<file path="config.mk">
export PLATFORM = sky130hd
export DESIGN_NAME = tx_cpl_mrd_engine
export DESIGN_NICKNAME = d
export VERILOG_FILES = /design/src/rtl/tx_cpl_mrd_engine_pkg.sv /design/src/rtl/tx_cpl_mrd_engine.sv
export SDC_FILE = /design/constraint.sdc
export NUM_CORES = 1
export LEC_CHECK = 0
export CAP_MARGIN = 25
export CORE_ASPECT_RATIO = 2
export CORE_MARGIN = 10
export CORE_UTILIZATION = 57
export DETAILED_ROUTE_END_ITERATION = 12
export DONT_BUFFER_PORTS = 1
export PLACE_DENSITY = 0.75
export SKIP_CTS_REPAIR_TIMING = 1
export SYNTH_ARGS = -nofsm -noshare
export SYNTH_HDL_FRONTEND = slang
export SYNTH_SLANG_ARGS = --single-unit
export TNS_END_PERCENT = 20
</file>
<file path="constraint.sdc">
create_clock -name clk_i -period 2 [get_ports clk_i]
set_input_delay 0.4 -clock clk_i [delete_from_list [all_inputs] [get_ports clk_i]]
set_output_delay 0.4 -clock clk_i [all_outputs]
set_load 0.005 [all_outputs]
</file>
<file path="src/rtl/tx_cpl_mrd_engine_pkg.sv">
// tx_cpl_mrd_engine_pkg: shared TLP fmt/type codes, FSM encoding and latched request records
package tx_cpl_mrd_engine_pkg;
    localparam logic [6:0] FMT_TYPE_CPLD  = 7'b1001010;
    localparam logic [6:0] FMT_TYPE_MRD32 = 7'b0000000;
    localparam logic [6:0] FMT_TYPE_MWR   = 7'b1000000;
    localparam logic [2:0] CPL_STATUS_SC  = 3'b000;
    localparam logic [2:0] ST_IDLE   = 3'd0;
    localparam logic [2:0] ST_CPL_B0 = 3'd1;
    localparam logic [2:0] ST_CPL_B1 = 3'd2;
    localparam logic [2:0] ST_MRD_B0 = 3'd3;
    localparam logic [2:0] ST_MRD_B1 = 3'd4;
    localparam logic [2:0] ST_GAP    = 3'd5;
    typedef struct packed {
        logic [2:0]  tc;
        logic        td;
        logic        ep;
        logic [1:0]  attr;
        logic [15:0] rid;
        logic [7:0]  tag;
        logic [6:0]  addr;
        logic [31:0] data;
    } cpl_fields_t;
    typedef struct packed {
        logic [29:0] addr;
        logic [9:0]  len;
        logic [7:0]  tag;
    } rd_fields_t;
endpackage

</file>
<file path="src/rtl/tx_cpl_mrd_engine.sv">
// tx_cpl_mrd_engine: serialises 3DW CplD completions and 3DW MRd32 requests onto a 64-bit TX AXI-S
module tx_cpl_mrd_engine
    import tx_cpl_mrd_engine_pkg::*;
#(
    parameter int C_DATA_WIDTH = 64
) (
    input  logic                      clk_i,
    input  logic                      rst_n,
    output logic [C_DATA_WIDTH-1:0]   s_axis_tx_tdata,
    output logic [C_DATA_WIDTH/8-1:0] s_axis_tx_tkeep,
    output logic                      s_axis_tx_tlast,
    output logic                      s_axis_tx_tvalid,
    input  logic                      s_axis_tx_tready,
    input  logic                      req_compl_wd_i,
    output logic                      compl_done_o,
    input  logic [31:0]               tx_reg_data_i,
    input  logic [2:0]                req_tc_i,
    input  logic                      req_td_i,
    input  logic                      req_ep_i,
    input  logic [1:0]                req_attr_i,
    input  logic [9:0]                req_len_i,
    input  logic [15:0]               req_rid_i,
    input  logic [7:0]                req_tag_i,
    input  logic [6:0]                req_addr_i,
    input  logic [15:0]               completer_id_i,
    input  logic                      rd_req_i,
    input  logic [31:0]               rd_addr_i,
    input  logic [9:0]                rd_len_i,
    input  logic [7:0]                rd_tag_i,
    output logic                      rd_ack_o
);
    logic [2:0]                state_q, state_d;
    cpl_fields_t               cpl_q, cpl_d;
    rd_fields_t                rd_q, rd_d;
    logic [15:0]               cid_q, cid_d;
    logic [C_DATA_WIDTH-1:0]   tdata_d;
    logic [C_DATA_WIDTH/8-1:0] tkeep_d;
    logic                      beat_ok, take_cpl, take_rd;
    logic                      unused_inputs;

    // Completion length is always one DW and read addresses are DW aligned
    assign unused_inputs = ^{req_len_i, rd_addr_i[1:0]};
    assign beat_ok  = s_axis_tx_tvalid & s_axis_tx_tready;
    assign take_cpl = (state_q == ST_IDLE) & req_compl_wd_i;
    assign take_rd  = (state_q == ST_IDLE) & ~req_compl_wd_i & rd_req_i;
    assign cpl_d    = take_cpl ? {req_tc_i, req_td_i, req_ep_i, req_attr_i, req_rid_i, req_tag_i, req_addr_i, tx_reg_data_i} : cpl_q;
    assign rd_d     = take_rd ? {rd_addr_i[31:2], rd_len_i, rd_tag_i} : rd_q;
    assign cid_d    = (take_cpl | take_rd) ? completer_id_i : cid_q;

    // Packet sequencing: completions win in IDLE, each beat waits for its handshake
    always_comb begin
        state_d = ST_IDLE;
        case (state_q)
            ST_IDLE:   state_d = take_cpl ? ST_CPL_B0 : take_rd ? ST_MRD_B0 : ST_IDLE;
            ST_CPL_B0: state_d = beat_ok ? ST_CPL_B1 : ST_CPL_B0;
            ST_CPL_B1: state_d = beat_ok ? ST_GAP : ST_CPL_B1;
            ST_MRD_B0: state_d = beat_ok ? ST_MRD_B1 : ST_MRD_B0;
            ST_MRD_B1: state_d = beat_ok ? ST_GAP : ST_MRD_B1;
            default:   state_d = ST_IDLE;
        endcase
    end

    // Beat contents for next cycle; a stalled beat recomputes identical data from held state
    always_comb begin
        tdata_d = '0;
        tkeep_d = 8'hFF;
        case (state_d)
            ST_CPL_B0: tdata_d = {cid_d, CPL_STATUS_SC, 1'b0, 12'd4,
                                  1'b0, FMT_TYPE_CPLD, 1'b0, cpl_d.tc, 4'b0, cpl_d.td, cpl_d.ep, cpl_d.attr, 2'b00, 10'd1};
            ST_CPL_B1: tdata_d = {cpl_d.data, cpl_d.rid, cpl_d.tag, 1'b0, cpl_d.addr};
            ST_MRD_B0: tdata_d = {cid_d, rd_d.tag, (rd_d.len == 10'd1) ? 4'h0 : 4'hF, 4'hF,
                                  1'b0, FMT_TYPE_MRD32, 1'b0, 3'b000, 4'b0, 1'b0, 1'b0, 2'b00, 2'b00, rd_d.len};
            ST_MRD_B1: begin
                tdata_d = {32'h0, rd_d.addr, 2'b00};
                tkeep_d = 8'h0F;
            end
            default:   tkeep_d = 8'h00;
        endcase
    end

    // State, latched request fields and fully registered AXI-S/handshake outputs
    always_ff @(posedge clk_i or negedge rst_n) begin
        if (!rst_n) begin
            state_q          <= ST_IDLE;
            cpl_q            <= '0;
            rd_q             <= '0;
            cid_q            <= '0;
            s_axis_tx_tdata  <= '0;
            s_axis_tx_tkeep  <= '0;
            s_axis_tx_tlast  <= 1'b0;
            s_axis_tx_tvalid <= 1'b0;
            compl_done_o     <= 1'b0;
            rd_ack_o         <= 1'b0;
        end else begin
            state_q          <= state_d;
            cpl_q            <= cpl_d;
            rd_q             <= rd_d;
            cid_q            <= cid_d;
            s_axis_tx_tdata  <= tdata_d;
            s_axis_tx_tkeep  <= tkeep_d;
            s_axis_tx_tlast  <= (state_d == ST_CPL_B1) | (state_d == ST_MRD_B1);
            s_axis_tx_tvalid <= (state_d != ST_IDLE) & (state_d != ST_GAP);
            compl_done_o     <= (state_q == ST_CPL_B1) & beat_ok;
            rd_ack_o         <= (state_q == ST_MRD_B1) & beat_ok;
        end
    end
endmodule

</file>
==> flow_summary.toml, run 1 <==
[final_layout]
drive_above_1_share = 0.3292
final_cell_mix = "205 x dfrtp_1, 96 x mux2_2, 29 x a22o_1"
fin_area_mm2 = 0.009074
nFillCells = 1014
syn_to_final_growth_pct = 13.17
multi_input_area_mm2 = 0.002534
fin_util = 0.6532
layout_commonest_cell = "dfrtp_1"
layout.nets = 704
regArea_mm2 = 0.005182

[drt]
dr_total_vias = 4442
vias_per_cell = 5.860
drc = 0
wl_per_cell_um = 25.39
first_iter_violations = 186
ant_nets = 0
dr.pass1.iters = 4
wl_um = 19240

[logic_synthesis]
synth-seq-cells = 207
async_reset_ff_frac = 1.000
ys_seq_area_frac = 0.6461
synth_warnings = 0
synth_nets = 688
synth_cells = 537
synthFlopType = "dfrtp_1"
synth_edf_count = 0
synth.distinct_cells = 38
synthesis.area_mm2 = 0.008018
syn_area_per_cell_um2 = 14.93

[sta]
slew_headroom = 0.5849
setup_viol = 0
finalCritPeriodShare = 0.9952
max_freq_ghz = 0.5024
final.min_clock_period_ns = 1.990
worstMarginPinSlew_ns = 0.6227
rsz0062_at_grt = "yes"
hold_violations = 207
skew_ns = 0.01590
maxSlewViolCount = 0
hold-worst-slack_ns = -0.3940

[global_routing]
globalRoute.busiestLayer = "met2"
grt.total_usage = 0.1873
met1_usage = 0.1848
antenna_found_initial = 4
grt_max_degree = 208
grt-ovfl-total = 0
groute.layer.met3.usage = 0.06628
grt_pass1_wl_um = 28870
met2_usage = 0.3505
grt_pass1_vias = 4851

[critical_path]
crit_path_end_kind = "register"
path_delay_family = "simple AND/OR/NAND/NOR gates"
regToRegStartpoint = "state_q[1]"
startpoint_type = "register"
criticalPathCategory = "register to register"
crit_arrival_ns = 2.34
path_cells = "nor4b_4 > buf_6 > clkbuf_16 > mux2_2 > and2_1 > a221o_1"
worst-r2r-cell-count = 6
crit_buf_inv = 2
critPathSlowestCell = "dfrtp_2"
r2r_end = "s_axis_tx_tdata[20]"
r2r_slack_ns = 0.01
cp_slowest_stage_delay_ns = 0.45
crit_path_max_fanout = 8
required_ns = 2.35

[power_and_ir_drop]
ir_worst_vdd_v = 0.0009870
power.density_mw_per_mm2 = 1762
combPwrFrac = 0.332
p_int_mw = 11.02
p_sw_mw = 4.964
power_mw = 15.99
swShare = 0.3105
power.share.clock = 0.223
seqPwrFrac = 0.445
p_leak_nw = 4.148

[floorplanning]
initial_core_util = 0.5772
die_h_um = 187.7
num_rows = 61
ios = 227
dieArea_mm2 = 0.01950
die_w_um = 103.9
core_mm2 = 0.01389

[clocking]
cts_sinks = 207
cts_buffer_depth = 3
cts_tree = "done"
cts_made_buffers = 18
worstSkewPairLatency_ns = 0.49
worst_setup_hold_path_clk_slew_ns = 0.07
root_buffer = "clkbuf_16"
htree_levels = 1

[worst_hold_path]
hold_path_class = "primary input to async pin"

[placement]
gp_congestion = 0.8016
dpl.hpwl_um = 13470
postPlaceCellArea_mm2 = 0.008254
portBuffers = 0

[job]
drv_cap = 0

[status]
status = "complete, but fails checks"
violations = "negative hold slack"
-- layer usage --
| layer | wire [um] | share of wire |
|---|---|---|
| met1 | 6279 | 0.33 |
| met2 | 10930 | 0.57 |
| met3 | 1661 | 0.086 |
| met4 | 369 | 0.019 |
| met5 | 0 | 0 |
-- logic make-up (layout without fill, tap and decap cells) --
group,after synthesis,count (layout),share of synthesized area
AND/OR/NAND/NOR,61,61,0.04104
XOR/XNOR,1,1,0.001093
AO/OA/AOI/OAI,81,81,0.08942
flip-flops,207,207,0.6461
buffers and inverters,60,88,0.04198
other,0,4,0
multiplexers,127,127,0.1804
-- Yosys cell counts (2+ instances only) --
cell type	n	area [um^2]
o21ai_0	3	15.01
dfrtp_1	207	5180
nor4_1	4	25.02
buf_2	13	65.06
nand3_1	5	25.02
mux2_4	11	165.2
buf_6	5	56.30
buf_4	11	82.58
o2bb2ai_1	16	140.1
mux2_2	96	1081
a22oi_1	2	15.01
mux2i_1	20	200.2
nand2_1	27	101.4
nor2_1	5	18.77
inv_1	22	82.58
nand4b_1	3	26.28
a21bo_2	5	50.05
nand3b_1	2	15.01
clkbuf_1	8	30.03
and2_1	8	50.05
a21oi_1	2	10.01
a221o_1	18	180.2
a22o_1	29	254.0
-- metrics by stage --
| step | setup TNS [ns] | hold WS, ns | instances | setup WS [ns] |
|---|---|---|---|---|
| 2_1_floorplan | 0 | 0.1044 | 537 | 0.04447 |
| 3_3_place_gp | 0 | 0.1107 | 707 | 0.04973 |
| 3_5_place_dp | -0.03244 | 0.1105 | 707 | -0.01940 |
| 4_1_cts | -0.06331 | -0.4108 | 739 | -0.02547 |
| 5_1_grt | -0.4067 | -0.4226 | 758 | -0.05226 |
| 6_report | 0 | -0.3940 | 758 | 0.009655 |
-- state kept, by name, summed over array words and instances (netlist names) --
| name | count |
|---|---|
| s_axis_tx_tlast | 1 |
| rd_q | 48 |
| rd_ack_o | 1 |
| s_axis_tx_tdata | 64 |
| s_axis_tx_tkeep | 2 |
| cid_q | 16 |
| cpl_q | 70 |
| s_axis_tx_tvalid | 1 |
| compl_done_o | 1 |
| state_q | 3 |
-- how the worst max path moves through the flow --
stage,from,endpoint,depth (start not counted),slack (ns)
5_1_grt,state_q[0],s_axis_tx_tdata[20],6,-0.05
3_3_place_gp,state_q[0],s_axis_tx_tdata[21],5,0.05
3_5_place_dp,s_axis_tx_tvalid,state_q[0],3,-0.02
6_report,state_q[1],s_axis_tx_tdata[20],6,0.01
4_1_cts,state_q[0],s_axis_tx_tdata[20],5,-0.03
2_1_floorplan,state_q[1],s_axis_tx_tdata[12],5,0.04
-- final cells by class --
| type | count | area share |
|---|---|---|
| clock inverters | 10 | 0.01407 |
| clock buffers | 22 | 0.05461 |
| well taps | 189 | 0.02606 |
| repair buffers | 34 | 0.04468 |
| multi-input cells | 270 | 0.2792 |
| inverters | 22 | 0.009101 |
| diodes | 4 | 0.001103 |
| flip-flops and latches | 207 | 0.5712 |
-- power by group through the flow --
| stage | combinational, mW | sequential (mW) | clock, mW |
|---|---|---|---|
| finish | 5.31 | 7.11 | 3.57 |
| global route | 5.81 | 7.31 | 3.83 |
| CTS | 5.05 | 7.14 | 3.65 |
| detailed placement | 5.04 | 7.19 | 0 |
| global placement | 4.76 | 7.10 | 0 |
| floorplan | 4.04 | 6.77 | 0 |
Note: power is estimated with default switching activity, not from simulation.
==> run 2, diff against run 1 <==
- ABC_CLOCK_PERIOD_IN_PS: default -> 2000
- SETUP_SLACK_MARGIN: default -> 0.05
==> run 2 against run 1 <==
  * The flow still finishes with violations (negative hold slack)
  * Die area unchanged
  * Clock skew decreased by 0.0062 ns
  * Largest power group unchanged
  * Cell count decreased by 1.3%
  * First-iteration DRC count decreased by 19%
  * Sequential cell count unchanged
  * Sequential power about the same
  * Worst setup slack improved by 0.037 ns
==> flow_summary.toml, run 2 (same netlist as run 1, synthesis figures left out) <==
[clocking]
cts_buffer_depth = 3
cts_sinks = 207
cts_tree = "done"
worst_setup_hold_path_clk_slew_ns = 0.07
worstSkewPairLatency_ns = 0.48
htree_levels = 1
cts_made_buffers = 18
root_buffer = "clkbuf_16"

[final_layout]
top_register = "cpl_q"
layout.nets = 694
syn_to_final_growth_pct = 12.39
fin_area_mm2 = 0.009011
nFillCells = 1051
final_cell_mix = "207 x dfrtp_1, 94 x mux2_2, 29 x a22o_1"
largest_reg_flops = 70
layout_commonest_cell = "dfrtp_1"
drive_above_1_share = 0.3069
multi_input_area_mm2 = 0.002532
reg.largest.list = "cpl_q: 70 flops, s_axis_tx_tdata: 64 flops, rd_q: 48 flops"
regArea_mm2 = 0.005180

[power_and_ir_drop]
seqPwrFrac = 0.442
power.share.clock = 0.235
power_mw = 16.03
p_sw_mw = 4.839
p_int_mw = 11.19
ir_worst_vdd_v = 0.0009551
power.density_mw_per_mm2 = 1779
combPwrFrac = 0.324
swShare = 0.3018
p_leak_nw = 4.112

[sta]
finalCritPeriodShare = 0.9768
setup_viol = 0
skew_ns = 0.009729
worstMarginPinSlew_ns = 0.6055
max_freq_ghz = 0.5119
rsz0062_at_grt = "yes"
maxSlewViolCount = 0
hold_violations = 207
hold-worst-slack_ns = -0.3858
slew_headroom = 0.5963
final.min_clock_period_ns = 1.954

[critical_path]
path_delay_family = "simple AND/OR/NAND/NOR gates"
r2r_slack_ns = 0.05
criticalPathCategory = "register to register"
crit_path_max_fanout = 16
critPathSlowestCell = "dfrtp_1"
cp_slowest_stage_delay_ns = 0.43
regToRegStartpoint = "state_q[0]"
startpoint_type = "register"
r2r_end = "s_axis_tx_tdata[22]"
crit_buf_inv = 2
crit_path_end_kind = "register"
required_ns = 2.36
path_cells = "nor4b_4 > buf_6 > buf_12 > mux2_2 > and2_1 > a221o_1"
crit_arrival_ns = 2.31
worst-r2r-cell-count = 6

[status]
status = "complete, but fails checks"
violations = "negative hold slack"

[placement]
postPlaceCellArea_mm2 = 0.008222
portBuffers = 0
gp_congestion = 0.7988
dpl.hpwl_um = 13360

[floorplanning]
ios = 227
dieArea_mm2 = 0.01950
initial_core_util = 0.5772
core_mm2 = 0.01389
die_w_um = 103.9
num_rows = 61
die_h_um = 187.7

[job]
drv_cap = 0

[global_routing]
grt.total_usage = 0.1873
grt-ovfl-total = 0
grt_pass1_vias = 4910
grt_pass1_wl_um = 28900
antenna_found_initial = 5
grt_max_degree = 208

[drt]
wl_um = 18970
dr.pass1.iters = 4
drc = 0
vias_per_cell = 5.795
ant_nets = 0
wl_per_cell_um = 25.37
dr_total_vias = 4335
first_iter_violations = 151

[worst_hold_path]
hold_path_class = "primary input to async pin"
[run 2: changes by cell type in the layout (fill, tap and decap cells not counted), sizes merged]
cell	change
clkbuf	+3
clkinvlp	-2
buf	-9
bufinv	+1
inv	+1
diode	+1
clkinv	-5
[run 2: layer usage]
metal  share of wire  wire, um  GRT usage  vias up
li1                -         -          -     1915
met1            0.34      6375     0.1846     2236
met2            0.56     10660     0.3483      157
met3           0.080      1520    0.06662       27
met4           0.022       423    0.06781        0
met5               0         0          0        -
[run 2: cell type report]
cell class	count	area share
clock inverters	5	0.01152
inverters	22	0.009164
flip-flops and latches	207	0.5748
clock buffers	26	0.06123
diodes	5	0.001389
well taps	189	0.02624
repair buffers	24	0.03457
multi-input cells	270	0.2810
[run 2: power groups by stage]
stage | Combinational (mW) | Sequential (mW) | Clock [mW]
final | 5.19 | 7.08 | 3.76
after detailed placement | 5.01 | 7.18 | 0
after floorplan | 4.04 | 6.77 | 0
after global routing | 5.70 | 7.28 | 4.01
after global placement | 4.74 | 7.08 | 0
after CTS | 5.03 | 7.13 | 3.84
[run 2: worst max-delay path by stage]
stage                    start                  end  slack [ns]  cells after the start
finish              state_q[0]  s_axis_tx_tdata[22]        0.05                      6
detailed placement  state_q[0]  s_axis_tx_tdata[12]       0.008                      5
global route        state_q[0]  s_axis_tx_tdata[12]       -0.01                      6
global placement    state_q[0]  s_axis_tx_tdata[12]        0.04                      5
CTS                 state_q[0]  s_axis_tx_tdata[22]       -0.02                      5
floorplan           state_q[1]  s_axis_tx_tdata[25]        0.06                      5
[run 2: through the flow]
stage	utilization	hold slack, ns	std cells	setup WS (ns)	TNS [ns]
floorplan	-	0.1044	537	0.05703	0
global placement	0.5919	0.1114	706	0.03869	0
detailed placement	0.5919	0.1105	706	0.007527	0
CTS	0.6391	-0.3989	737	-0.02281	-0.04177
global route	0.6487	-0.4048	748	-0.01182	-0.03522
finish	0.6487	-0.3858	748	0.04640	0
==> run 3, diff against run 2 <==
- SKIP_LAST_GASP: default -> 1
==> run 3 against run 2 <==
  * The flow still finishes with violations (negative hold slack)
  * Sequential power about the same
  * Utilization decreased by 0.14 points
  * Worst setup slack got worse by 0.011 ns
  * Critical path depth unchanged
  * Global-route usage unchanged
  * First-iteration DRC count increased by 8.6%
  * Cell count unchanged
  * Combinational power about the same
  * Wire length decreased by 0.19%
  * Total power decreased by 0.24%
  * Die area unchanged
  * Cell area decreased by 0.21%
  * Critical path type unchanged
==> flow_summary.toml, run 3 (same netlist as run 1, synthesis figures left out) <==
[status]
status = "complete, but fails checks"
violations = "negative hold slack"

[critical_path]
r2r_slack_ns = 0.04
regToRegStartpoint = "state_q[0]"
crit_buf_inv = 3
path_cells = "nor4b_4 > buf_6 > buf_4 > buf_12 > mux2_2 > a22o_1"
startpoint_type = "register"
crit_path_max_fanout = 20
path_delay_family = "buffers and inverters"
crit_arrival_ns = 2.33
worst-r2r-cell-count = 6
crit_path_end_kind = "register"
r2r_end = "s_axis_tx_tdata[42]"
criticalPathCategory = "register to register"
required_ns = 2.36
critPathSlowestCell = "dfrtp_1"
cp_slowest_stage_delay_ns = 0.44

[drt]
dr.pass1.iters = 4
first_iter_violations = 164
ant_nets = 0
wl_um = 18940
wl_per_cell_um = 25.32
vias_per_cell = 5.787
dr_total_vias = 4329
drc = 0

[sta]
maxSlewViolCount = 0
final.min_clock_period_ns = 1.965
max_freq_ghz = 0.5089
rsz0062_at_grt = "yes"
layout_setup_ws_ns = 0.03506
setup_viol = 0
slew_headroom = 0.5951
skew_ns = 0.01049
worstMarginPinSlew_ns = 0.6074
hold-worst-slack_ns = -0.3863
finalCritPeriodShare = 0.9825
hold_violations = 207

[global_routing]
grt_pass1_wl_um = 28900
grt_max_degree = 208
grt.total_usage = 0.1873
grt-ovfl-total = 0
antenna_found_initial = 5
grt_pass1_vias = 4910

[placement]
portBuffers = 0
dpl.hpwl_um = 13360
postPlaceCellArea_mm2 = 0.008222
dp_slack_ns = 0.007527
gp_congestion = 0.7988

[power_and_ir_drop]
p_leak_nw = 4.101
power.density_mw_per_mm2 = 1779
ir_worst_vdd_v = 0.0009927
power_mw = 16.00

[final_layout]
layout.nets = 694
largest_reg_flops = 70
fin_area_mm2 = 0.008992
top_register = "cpl_q"
syn_to_final_growth_pct = 12.16
nFillCells = 1054
drive_above_1_share = 0.3069
layout_commonest_cell = "dfrtp_1"
final_cell_mix = "207 x dfrtp_1, 96 x mux2_2, 29 x a22o_1"
reg.largest.list = "cpl_q: 70 flops, s_axis_tx_tdata: 64 flops, rd_q: 48 flops"

[floorplanning]
ios = 227
die_w_um = 103.9
dieArea_mm2 = 0.01950
die_h_um = 187.7
core_mm2 = 0.01389
initial_core_util = 0.5772
num_rows = 61

[job]
drv_cap = 0

[clocking]
htree_levels = 1
worst_setup_hold_path_clk_slew_ns = 0.07
cts_tree = "done"
cts_made_buffers = 18
worstSkewPairLatency_ns = 0.48
cts_buffer_depth = 3
cts_sinks = 207
root_buffer = "clkbuf_16"

[worst_hold_path]
hold_path_class = "primary input to async pin"
==> run 3: cell counts in the layout (fill, tap and decap cells not counted) <==
No cell type changed its count.
==> run 3: layer usage <==
metal | wire (um) | GRT usage
met2 | 10640 | 0.3483
met5 | 0 | 0
met3 | 1477 | 0.06662
met1 | 6385 | 0.1846
met4 | 434 | 0.06781
==> run 3: through the flow <==
stage / TNS [ns] / util / instances
floorplan: 0 / - / 537
global placement: 0 / 0.5919 / 706
detailed placement: 0 / 0.5919 / 706
CTS: -0.04177 / 0.6391 / 737
global route: -0.1054 / 0.6474 / 748
finish: 0 / 0.6474 / 748
==> run 3: worst max path at each step <==
stage / end / start / cells after the start
after floorplan: s_axis_tx_tdata[25] / state_q[1] / 5
after global placement: s_axis_tx_tdata[12] / state_q[0] / 5
after detailed placement: s_axis_tx_tdata[12] / state_q[0] / 5
after CTS: s_axis_tx_tdata[22] / state_q[0] / 5
after global routing: s_axis_tx_tdata[13] / state_q[0] / 6
final: s_axis_tx_tdata[42] / state_q[0] / 6
==> run 3: cell type report <==
cell class                      count  area [um^2]  share of cell area
Timing Repair Buffer               24        300.3             0.03339
Clock buffer                       26        551.8             0.06136
Clock inverter                      5        103.9             0.01155
Antenna cell                        5        12.51            0.001391
Multi-Input combinational cell    270         2525              0.2808
Tap cell                          189        236.5             0.02630
Sequential cell                   207         5180              0.5760
Inverter                           22        82.58            0.009183
==> run 3: power breakdown <==
part           leakage [nW]  internal [mW]  total, mW  switching (mW)
sequential             2.54           6.20       7.08           0.877
combinational          1.24           2.66       5.16            2.50
clock                 0.323           2.31       3.76            1.45
total                  4.10           11.2       16.0            4.82
